**config.mk**
```make
export PLATFORM = sky130hd
export DESIGN_NAME = exe_up_gen
export DESIGN_NICKNAME = d
export VERILOG_FILES = /design/src/rtl/exe_up_gen.sv
export SDC_FILE = /design/constraint.sdc
export NUM_CORES = 1
export LEC_CHECK = 0
export CAP_MARGIN = 10
export CORE_MARGIN = 5
export CORE_UTILIZATION = 35
export CTS_CLUSTER_SIZE = 25
export DETAILED_ROUTE_END_ITERATION = 10
export MAX_ROUTING_LAYER = met4
export PLACE_DENSITY = 0.66
export SLEW_MARGIN = 20
export SYNTH_ARGS = -nofsm -noshare
export SYNTH_HDL_FRONTEND = slang
export SYNTH_SLANG_ARGS = --single-unit
```
**constraint.sdc**
```tcl
create_clock -name clk -period 8.5 [get_ports clk]
set_input_delay 2.125 -clock clk [delete_from_list [all_inputs] [get_ports clk]]
set_output_delay 2.125 -clock clk [all_outputs]
set_load 0.05 [all_outputs]
```
**src/rtl/exe_up_gen.sv**
```systemverilog
// exe_up_gen: EXE-upper stage; latches one instruction, resolves operands (waiting on forwards), computes ALU/exception/branch repair.
module exe_up_gen #(
  parameter int DATA_W  = 32,
  parameter int NUM_FWD = 6,
  parameter int REG_W   = 5
) (
  input  logic                        clk,
  input  logic                        rst,
  input  logic                        flush,
  input  logic                        in_valid,
  output logic                        in_allowin,
  input  logic [REG_W-1:0]            in_wnum,
  input  logic [2*DATA_W-1:0]         in_rs_data,
  input  logic [2*DATA_W-1:0]         in_imm,
  input  logic [1:0]                  in_is_reg,
  input  logic [2*(NUM_FWD+1)-1:0]    in_fwd_sel,
  input  logic [3:0]                  in_aluop,
  input  logic [DATA_W-1:0]           in_pc,
  input  logic                        in_exc,
  input  logic                        in_ov_en,
  input  logic                        in_trap_en,
  input  logic [1:0]                  in_trap_kind,
  input  logic [2:0]                  in_br_kind,
  input  logic [DATA_W-1:0]           in_br_target,
  input  logic                        in_pred_take,
  input  logic [DATA_W-1:0]           in_pred_dest,
  input  logic [NUM_FWD*DATA_W-1:0]   fwd_data,
  input  logic [NUM_FWD-1:0]          fwd_valid,
  output logic                        out_valid,
  input  logic                        out_allowin,
  output logic [REG_W-1:0]            out_wnum,
  output logic [DATA_W-1:0]           out_pc,
  output logic [DATA_W-1:0]           out_alu_res,
  output logic                        out_exc,
  output logic                        out_corr_take,
  output logic [DATA_W-1:0]           out_corr_dest,
  output logic                        out_mispred
);
  localparam int FS = NUM_FWD + 1;
  localparam int SW = $clog2(DATA_W);
  localparam int M  = DATA_W - 1;
  typedef enum logic [1:0] {EMPTY, WAIT, READY} state_t;
  typedef struct packed {
    logic [REG_W-1:0]  wnum;
    logic [DATA_W-1:0] pc;
    logic [3:0]        aluop;
    logic              exc;
    logic              ov_en;
    logic              trap_en;
    logic [1:0]        trap_kind;
    logic [2:0]        br_kind;
    logic [DATA_W-1:0] br_target;
    logic              pred_take;
    logic [DATA_W-1:0] pred_dest;
  } pl_t;
  state_t state_q, state_d;
  pl_t pl_q, pl_d;
  logic [1:0][DATA_W-1:0] opnd_q, opnd_d, pick_d;
  logic [1:0][FS-1:0] sel_q, sel_d, cur_sel;
  logic [1:0] rdy_q, rdy_d, pick_v;
  logic accept, ovf, trap, take;
  logic [DATA_W-1:0] a, b, sum, diff, res;
  assign in_allowin = state_q == EMPTY || (state_q == READY && out_allowin && !flush);
  assign accept = in_valid && in_allowin && !flush;
  // forward select comes from the incoming instruction at accept, else from the parked selection
  always_comb begin
    for (int i = 0; i < 2; i++) begin
      cur_sel[i] = accept ? in_fwd_sel[i*FS +: FS] : sel_q[i];
      pick_v[i] = 1'b0;
      pick_d[i] = '0;
      for (int k = 0; k < NUM_FWD; k++) begin
        pick_v[i] = pick_v[i] | (cur_sel[i][k+1] & fwd_valid[k]);
        pick_d[i] = pick_d[i] | (cur_sel[i][k+1] ? fwd_data[k*DATA_W +: DATA_W] : '0);
      end
    end
  end
  always_comb begin
    state_d = state_q;
    pl_d = pl_q;
    opnd_d = opnd_q;
    sel_d = sel_q;
    rdy_d = rdy_q;
    if (accept) begin
      pl_d = '{wnum: in_wnum, pc: in_pc, aluop: in_aluop, exc: in_exc, ov_en: in_ov_en,
               trap_en: in_trap_en, trap_kind: in_trap_kind, br_kind: in_br_kind,
               br_target: in_br_target, pred_take: in_pred_take, pred_dest: in_pred_dest};
      sel_d = cur_sel;
      for (int i = 0; i < 2; i++) begin
        rdy_d[i] = !in_is_reg[i] || cur_sel[i][0] || pick_v[i];
        opnd_d[i] = !in_is_reg[i] ? in_imm[i*DATA_W +: DATA_W] :
                    cur_sel[i][0] ? in_rs_data[i*DATA_W +: DATA_W] :
                    pick_v[i] ? pick_d[i] : '0;
      end
      state_d = &rdy_d ? READY : WAIT;
    end else if (flush || (state_q == READY && out_allowin)) begin
      state_d = EMPTY;
      pl_d = '0;
      opnd_d = '0;
      sel_d = '0;
      rdy_d = '0;
    end else if (state_q == WAIT) begin
      for (int i = 0; i < 2; i++) begin
        if (!rdy_q[i] && pick_v[i]) begin
          opnd_d[i] = pick_d[i];
          rdy_d[i] = 1'b1;
        end
      end
      state_d = &rdy_d ? READY : WAIT;
    end
  end
  always_ff @(posedge clk or posedge rst) begin
    if (rst) begin
      state_q <= EMPTY;
      pl_q <= '0;
      opnd_q <= '0;
      sel_q <= '0;
      rdy_q <= '0;
    end else begin
      state_q <= state_d;
      pl_q <= pl_d;
      opnd_q <= opnd_d;
      sel_q <= sel_d;
      rdy_q <= rdy_d;
    end
  end
  assign a = opnd_q[0];
  assign b = opnd_q[1];
  assign sum = a + b;
  assign diff = a - b;
  always_comb begin
    res = '0;
    case (pl_q.aluop)
      4'd0:    res = sum;
      4'd1:    res = diff;
      4'd2:    res = a & b;
      4'd3:    res = a | b;
      4'd4:    res = a ^ b;
      4'd5:    res = ~(a | b);
      4'd6:    res = {{M{1'b0}}, $signed(a) < $signed(b)};
      4'd7:    res = {{M{1'b0}}, a < b};
      4'd8:    res = b << a[SW-1:0];
      4'd9:    res = b >> a[SW-1:0];
      4'd10:   res = $signed(b) >>> a[SW-1:0];
      4'd11:   res = b;
      default: res = '0;
    endcase
    ovf = (pl_q.aluop == 4'd0 && a[M] == b[M] && sum[M] != a[M]) ||
          (pl_q.aluop == 4'd1 && a[M] != b[M] && diff[M] != a[M]);
    trap = pl_q.trap_kind == 2'd0 ? res == '0 :
           pl_q.trap_kind == 2'd1 ? res != '0 :
           pl_q.trap_kind == 2'd2 ? res[0] : !res[0];
    case (pl_q.br_kind)
      3'd1:    take = a == b;
      3'd2:    take = a != b;
      3'd3:    take = a[M];
      3'd4:    take = a[M] || a == '0;
      3'd5:    take = !a[M] && a != '0;
      3'd6:    take = !a[M];
      3'd7:    take = 1'b1;
      default: take = 1'b0;
    endcase
  end
  assign out_valid = state_q == READY && !flush;
  assign out_wnum = pl_q.wnum;
  assign out_pc = pl_q.pc;
  assign out_alu_res = res;
  assign out_exc = pl_q.exc || (pl_q.ov_en && ovf) || (pl_q.trap_en && trap);
  assign out_corr_take = take;
  assign out_corr_dest = pl_q.br_kind == 3'd7 ? a : pl_q.br_target;
  assign out_mispred = pl_q.br_kind != 3'd0 &&
                       (take != pl_q.pred_take || (take && out_corr_dest != pl_q.pred_dest));
endmodule

```
[Word-level counts from Yosys, hierarchy flattened]
Index checks and enable logic that the tools add are counted.
Storage, ports and cells
  logic and storage cells: 191
  register bits after elaboration: 196
  input bits: 461
  output and inout bits: 106
Operators by class
  eq/ne operators: 30
  magnitude comparators: 2
  add/sub/neg operators: 2
  bitwise gates (word level): 36
  reduce and logical (&&, ||, !) cells: 50
  shift operators: 3
  mux-type cells: 51
Operators by type and width (number)
  two-way mux 32 bit: 21
  case mux 32 bit (12 select lines): 1
  OR 32 bit: 11
  two-way mux 114 bit: 2
  two-way mux 64 bit: 3
  logical NOT 32 bit: 2
  < comparator 32 bit: 2
  inequality test 32 bit: 2
  nonzero test 32 bit: 2
  adder 32 bit: 1
  bitwise AND 32 bit: 1
  == test 32 bit: 1
  NOT 32 bit: 1
  left shift 32 x 5 -> 32 bit: 1
  >> shifter 32 x 5 -> 32 bit: 1
  >>> shifter 32 x 5 -> 32 bit: 1
  subtractor 32 bit: 1
  XOR 32 bit: 1
  two-way mux 14 bit: 2
  == test 4 x 3 -> 1 bit, second input constant: 4
  == test 4 bit, second input constant: 4
  logical AND 1 bit: 16
  two-way mux 2 bit: 8
  two-way mux 7 bit: 2
  other kinds (20): 83

[Logic depth before layout (Yosys ltp)]
  word-level depth: 23
  gate-level depth with buffers: 19
  mapped depth without buffers: 15

[Worst setup path before layout]
No wires, ideal clock.
  path kind: reg-to-output
  start: register opnd_q, in the netlist a[2]
  end: output out_exc
  buffers on the path: 5
  arrival: 5752 ps
  required time: 6375 ps
  setup slack: 623 ps
  stages on the path, launching flop included: 17
  path through: dfrtp_1 -> buf_2 -> inv_2 -> buf_1 -> buf_1 -> buf_1 -> ha_1 -> buf_2 -> nand3b_1 -> a21oi_1 -> o31ai_1 -> o311a_1 -> o311ai_0 -> or4b_2 -> nor4_2 -> a21o_1 -> nand3_1
On the way
  elaborated cells on any way between the ends: 27
  those cells by class: add/sub: 2; order compare: 2; eq/ne: 2; shift: 3; mux: 4; bitwise: 4; reduce/logical: 10
RTL lines
  start: declaration: line 58  | logic [1:0][DATA_W-1:0] opnd_q, opnd_d, pick_d;
  start signal: assignment: line 121  | opnd_q <= opnd_d;
  subtractor 32 bit, or another cell as far along: line 129  | assign diff = a - b;
  case mux 32 bit (12 select lines) *: line 132  | case (pl_q.aluop)
  net out_alu_res[16]: line 33  | output logic [DATA_W-1:0] out_alu_res,
  nonzero test 32 bit: line 150  | pl_q.trap_kind == 2'd1 ? res != '0 :
  two-way mux 1 bit: line 150
  two-way mux 1 bit *: line 149  | trap = pl_q.trap_kind == 2'd0 ? res == '0 :
  logical AND 1 bit *: line 167  | assign out_exc = pl_q.exc || (pl_q.ov_en && ovf) || (pl_q.trap_en && trap);
  logical OR 1 bit *: line 167
  end: declaration: line 34  | output logic out_exc,
Mark *: on every way through the listed nets, which the timed path passes. The rest lies on a longest branch.

[Worst setup path after layout]
  start: register opnd_q, in the netlist a[1]
  end: output out_exc
On the way
  word-level cells in the longest chain between the ends: 8
  elaborated cells on any way between the ends: 27
  those cells by class: add/sub: 2; order compare: 2; eq/ne: 2; shift: 3; mux: 4; bitwise: 4; reduce/logical: 10
Ends and longest elaborated chain (line)
  branches (longest 7 deep; another with subtractor 32 bit)
  logical OR 1 bit *: 167
Every way passes the cells marked *.

==> flow_summary.ini <==
[placed_design]
finalWeightedCongestion = 1.071
port_buffers = 566
hpwl_mm = 113.3
post-place-ws_ns = 1.194

[job]
drv_cap = 0

[yosys]
ys_ff_latch = 196
netlist_area_mm2 = 0.02258
ys_top_cells_by_area = dfrtp_1, a22oi_1, a21oi_1
synth.most_common_cell = nand2_1
synth_cells = 2995
synthArstFlopShare = 1.000
synth_edf_count = 0
synth_nets = 3555
synthFlopType = dfrtp_1
synth_top_area_cell = dfrtp_1
ys_warn_count = 0
yosysSeqAreaShare = 0.2172
netlist_top_cells_count = nand2_1, a21oi_1, o21ai_0, a22oi_1, clkbuf_1
avgSynthCellArea_um2 = 7.539
yosysTopAreaCellShare = 0.2172
synth.distinct_cells = 90

[detailed_routing]
vias = 28340
ant_nets = 0
detail_route.first_pass.iterations = 7
drt_iter0_markers = 4456
detail_route.vias_per_cell = 6.642
drt_wl_total_mm = 145.0
drc = 0
wire_per_inst_um = 33.97

[sta]
max_freq_ghz = 0.1258
worst_pin_slew_ns = 1.205
finalCritPeriodShare = 0.9355
slew_viol_final = 0
setup-violations-final = 0
hold_violations = 0
worst_slack_ns = 0.5480
tns_ns = 0
finalClockSkew_ns = 0.02495
min_period_ns = 7.952
slew_headroom = 0.1948
grt_setup_unrepaired = false

[floorplanning]
io_pins = 567
die-area_mm2 = 0.06969
start_util = 0.3515
die_x_um = 264.0
die_y_um = 264.0
core_area_mm2 = 0.06423
rows = 93

[worst_setup_path]
worstSetupEndpointType = primary output
cp-start-kind = flop
critPathBufInv = 5
critical-path-top-delay-family = simple AND/OR/NAND/NOR gates
worstPathArrival_ns = 5.83
max_stage_delay_ns = 0.84
worstPathCellList = buf_4, buf_4, mux2i_1, nor2_1, nor2_1, a211o_1, nand4_1, a2111oi_1, clkdlybuf4s18_2, buf_4, nand4_1, or4b_2, nor4_2, a21o_1, nand3_1, buf_12
worstPathMaxFanout = 48
required_ns = 6.38
path_class = reg2out
critPathMostFrequentCell = buf_4
cp_slowest_cell = dfrtp_4

[final_layout]
syn_to_final_growth_pct = 31.03
fillerInstances = 6560
drive_above_1_share = 0.07992
nets = 3938
finalCoreUtilization = 0.4606

[min_path]
hp-class = reg2reg

[grt]
grt_start_max_net_pins = 96
grt-ovfl-total = 0
grt_pass1_vias = 27610
grt_pass1_wl_mm = 203.6
antenna_found_initial = 22
gr-usage-all-layers = 0.4048

[pwr]
ir_worst_vdd_mv = 0.2464
p_leak_nw = 11.58
p_per_area_mw_per_mm2 = 420.9

[clocking]
htree_levels = 4
cts_buffer_depth = 2
post_cts_buffers = 0
hold_buffers = 0
worst_skew_pair.late_latency_ns = 0.51
cts_buffers = 17
cts_resized = 0
cts_sinks = 196
clock-root-buffer = clkbuf_16
cts.clk_slew.worst_paths_ns = 0.08
cts_tree = built

[outcome]
status = finished, final reports clean
metrics by stage:
stage	hold WS [ns]	cells	total power, mW	cell area [um^2]
after floorplan	0.4457	2995	7.523	22580
after global placement	0.4606	4212	11.26	28880
after detailed placement	0.4625	4214	11.18	28920
after CTS	0.4830	4246	12.09	29530
after global routing	0.5168	4267	12.87	29580
final	0.4850	4267	12.45	29580
cells in the final DEF (no fill, tap or decap), types with 30 or more instances in the layout:
cell / n
buf_4: 116
nor3_1: 53
ha_1: 97
a211oi_1: 30
mux2i_1: 35
o21ai_0: 252
a22oi_1: 227
nand3_1: 74
a22o_1: 115
mux2_2: 33
nor2_1: 216
a21oi_1: 260
nand2_1: 298
nor2b_1: 34
clkdlybuf4s50_1: 555
mux4_2: 42
inv_1: 167
a32oi_1: 73
dfrtp_1: 192
logic make-up (layout without fill, tap and decap cells):
family	after synthesis	after routing	synth area share
other	0	21	0
buffers and inverters	485	881	0.09027
and+or+nand+nor	840	840	0.1747
DFF	196	196	0.2172
AOI/OAI and AO/OA	1222	1222	0.3672
adders and majority gates	99	99	0.05552
xor gates and xnor gates	37	37	0.01435
muxes	116	116	0.08068
power breakdown:
part           internal (mW)  switching (mW)  total, mW  leakage (nW)
Combinational           3.21            6.65       9.86          8.72
Clock                  0.398           0.471      0.870         0.285
Sequential              1.19           0.536       1.73          2.57
worst register-to-register path, stage by stage (launching register included):
cell     delay [ns]
dfrtp_1        0.51
nor2_1         0.18
and3_4         0.64
nand2_1        0.12
nand2_1        0.08
buf_4          0.46
a22oi_1        0.19
nand3_1        0.26
and3_1         0.53
buf_4          0.41
o21ai_0        0.30
a32oi_1        0.42
a21oi_1        0.19
a21oi_1        0.18
final cells by class:
class                      instances  area (um^2)  share of cell area
inverter                         172        653.1             0.02208
multi-input combinational       2314        15770              0.5330
clock buffer                      17        425.4             0.01438
clock inverter                    15        187.7            0.006344
antenna                           21        52.55            0.001776
tap                              855         1070             0.03616
sequential                       196         4915              0.1661
timing repair buffer             677         6514              0.2202
registers in the layout, indices dropped and copies added (netlist names):
name / flops
sel_q: 14
out_wnum: 5
out_pc: 32
a: 32
state_q: 2
b: 32
pl_q: 77
rdy_q: 2
final timing paths:
path	cells after the start	start	end	slack (ns)
worst min-delay path	2	sel_q[10]	sel_q[10]	0.48
worst min register to register	2	sel_q[10]	sel_q[10]	0.48
worst max-delay path	16	a[1]	out_exc	0.55
worst max register to register	13	state_q[0]	a[12]	3.97
min in group asynchronous	2	rst	pl_q[13]	2.11
max in group asynchronous	3	rst	a[1]	4.94
metal layers:
layer	track usage	routed length, um	vias to the layer above
met4	0.2301	9850	0
li1	-	-	12090
met5	-	0	-
met3	0.08839	14950	428
met1	0.5009	55030	13760
met2	0.6129	65120	2072
No activity file was read; power rests on OpenSTA's default activity.
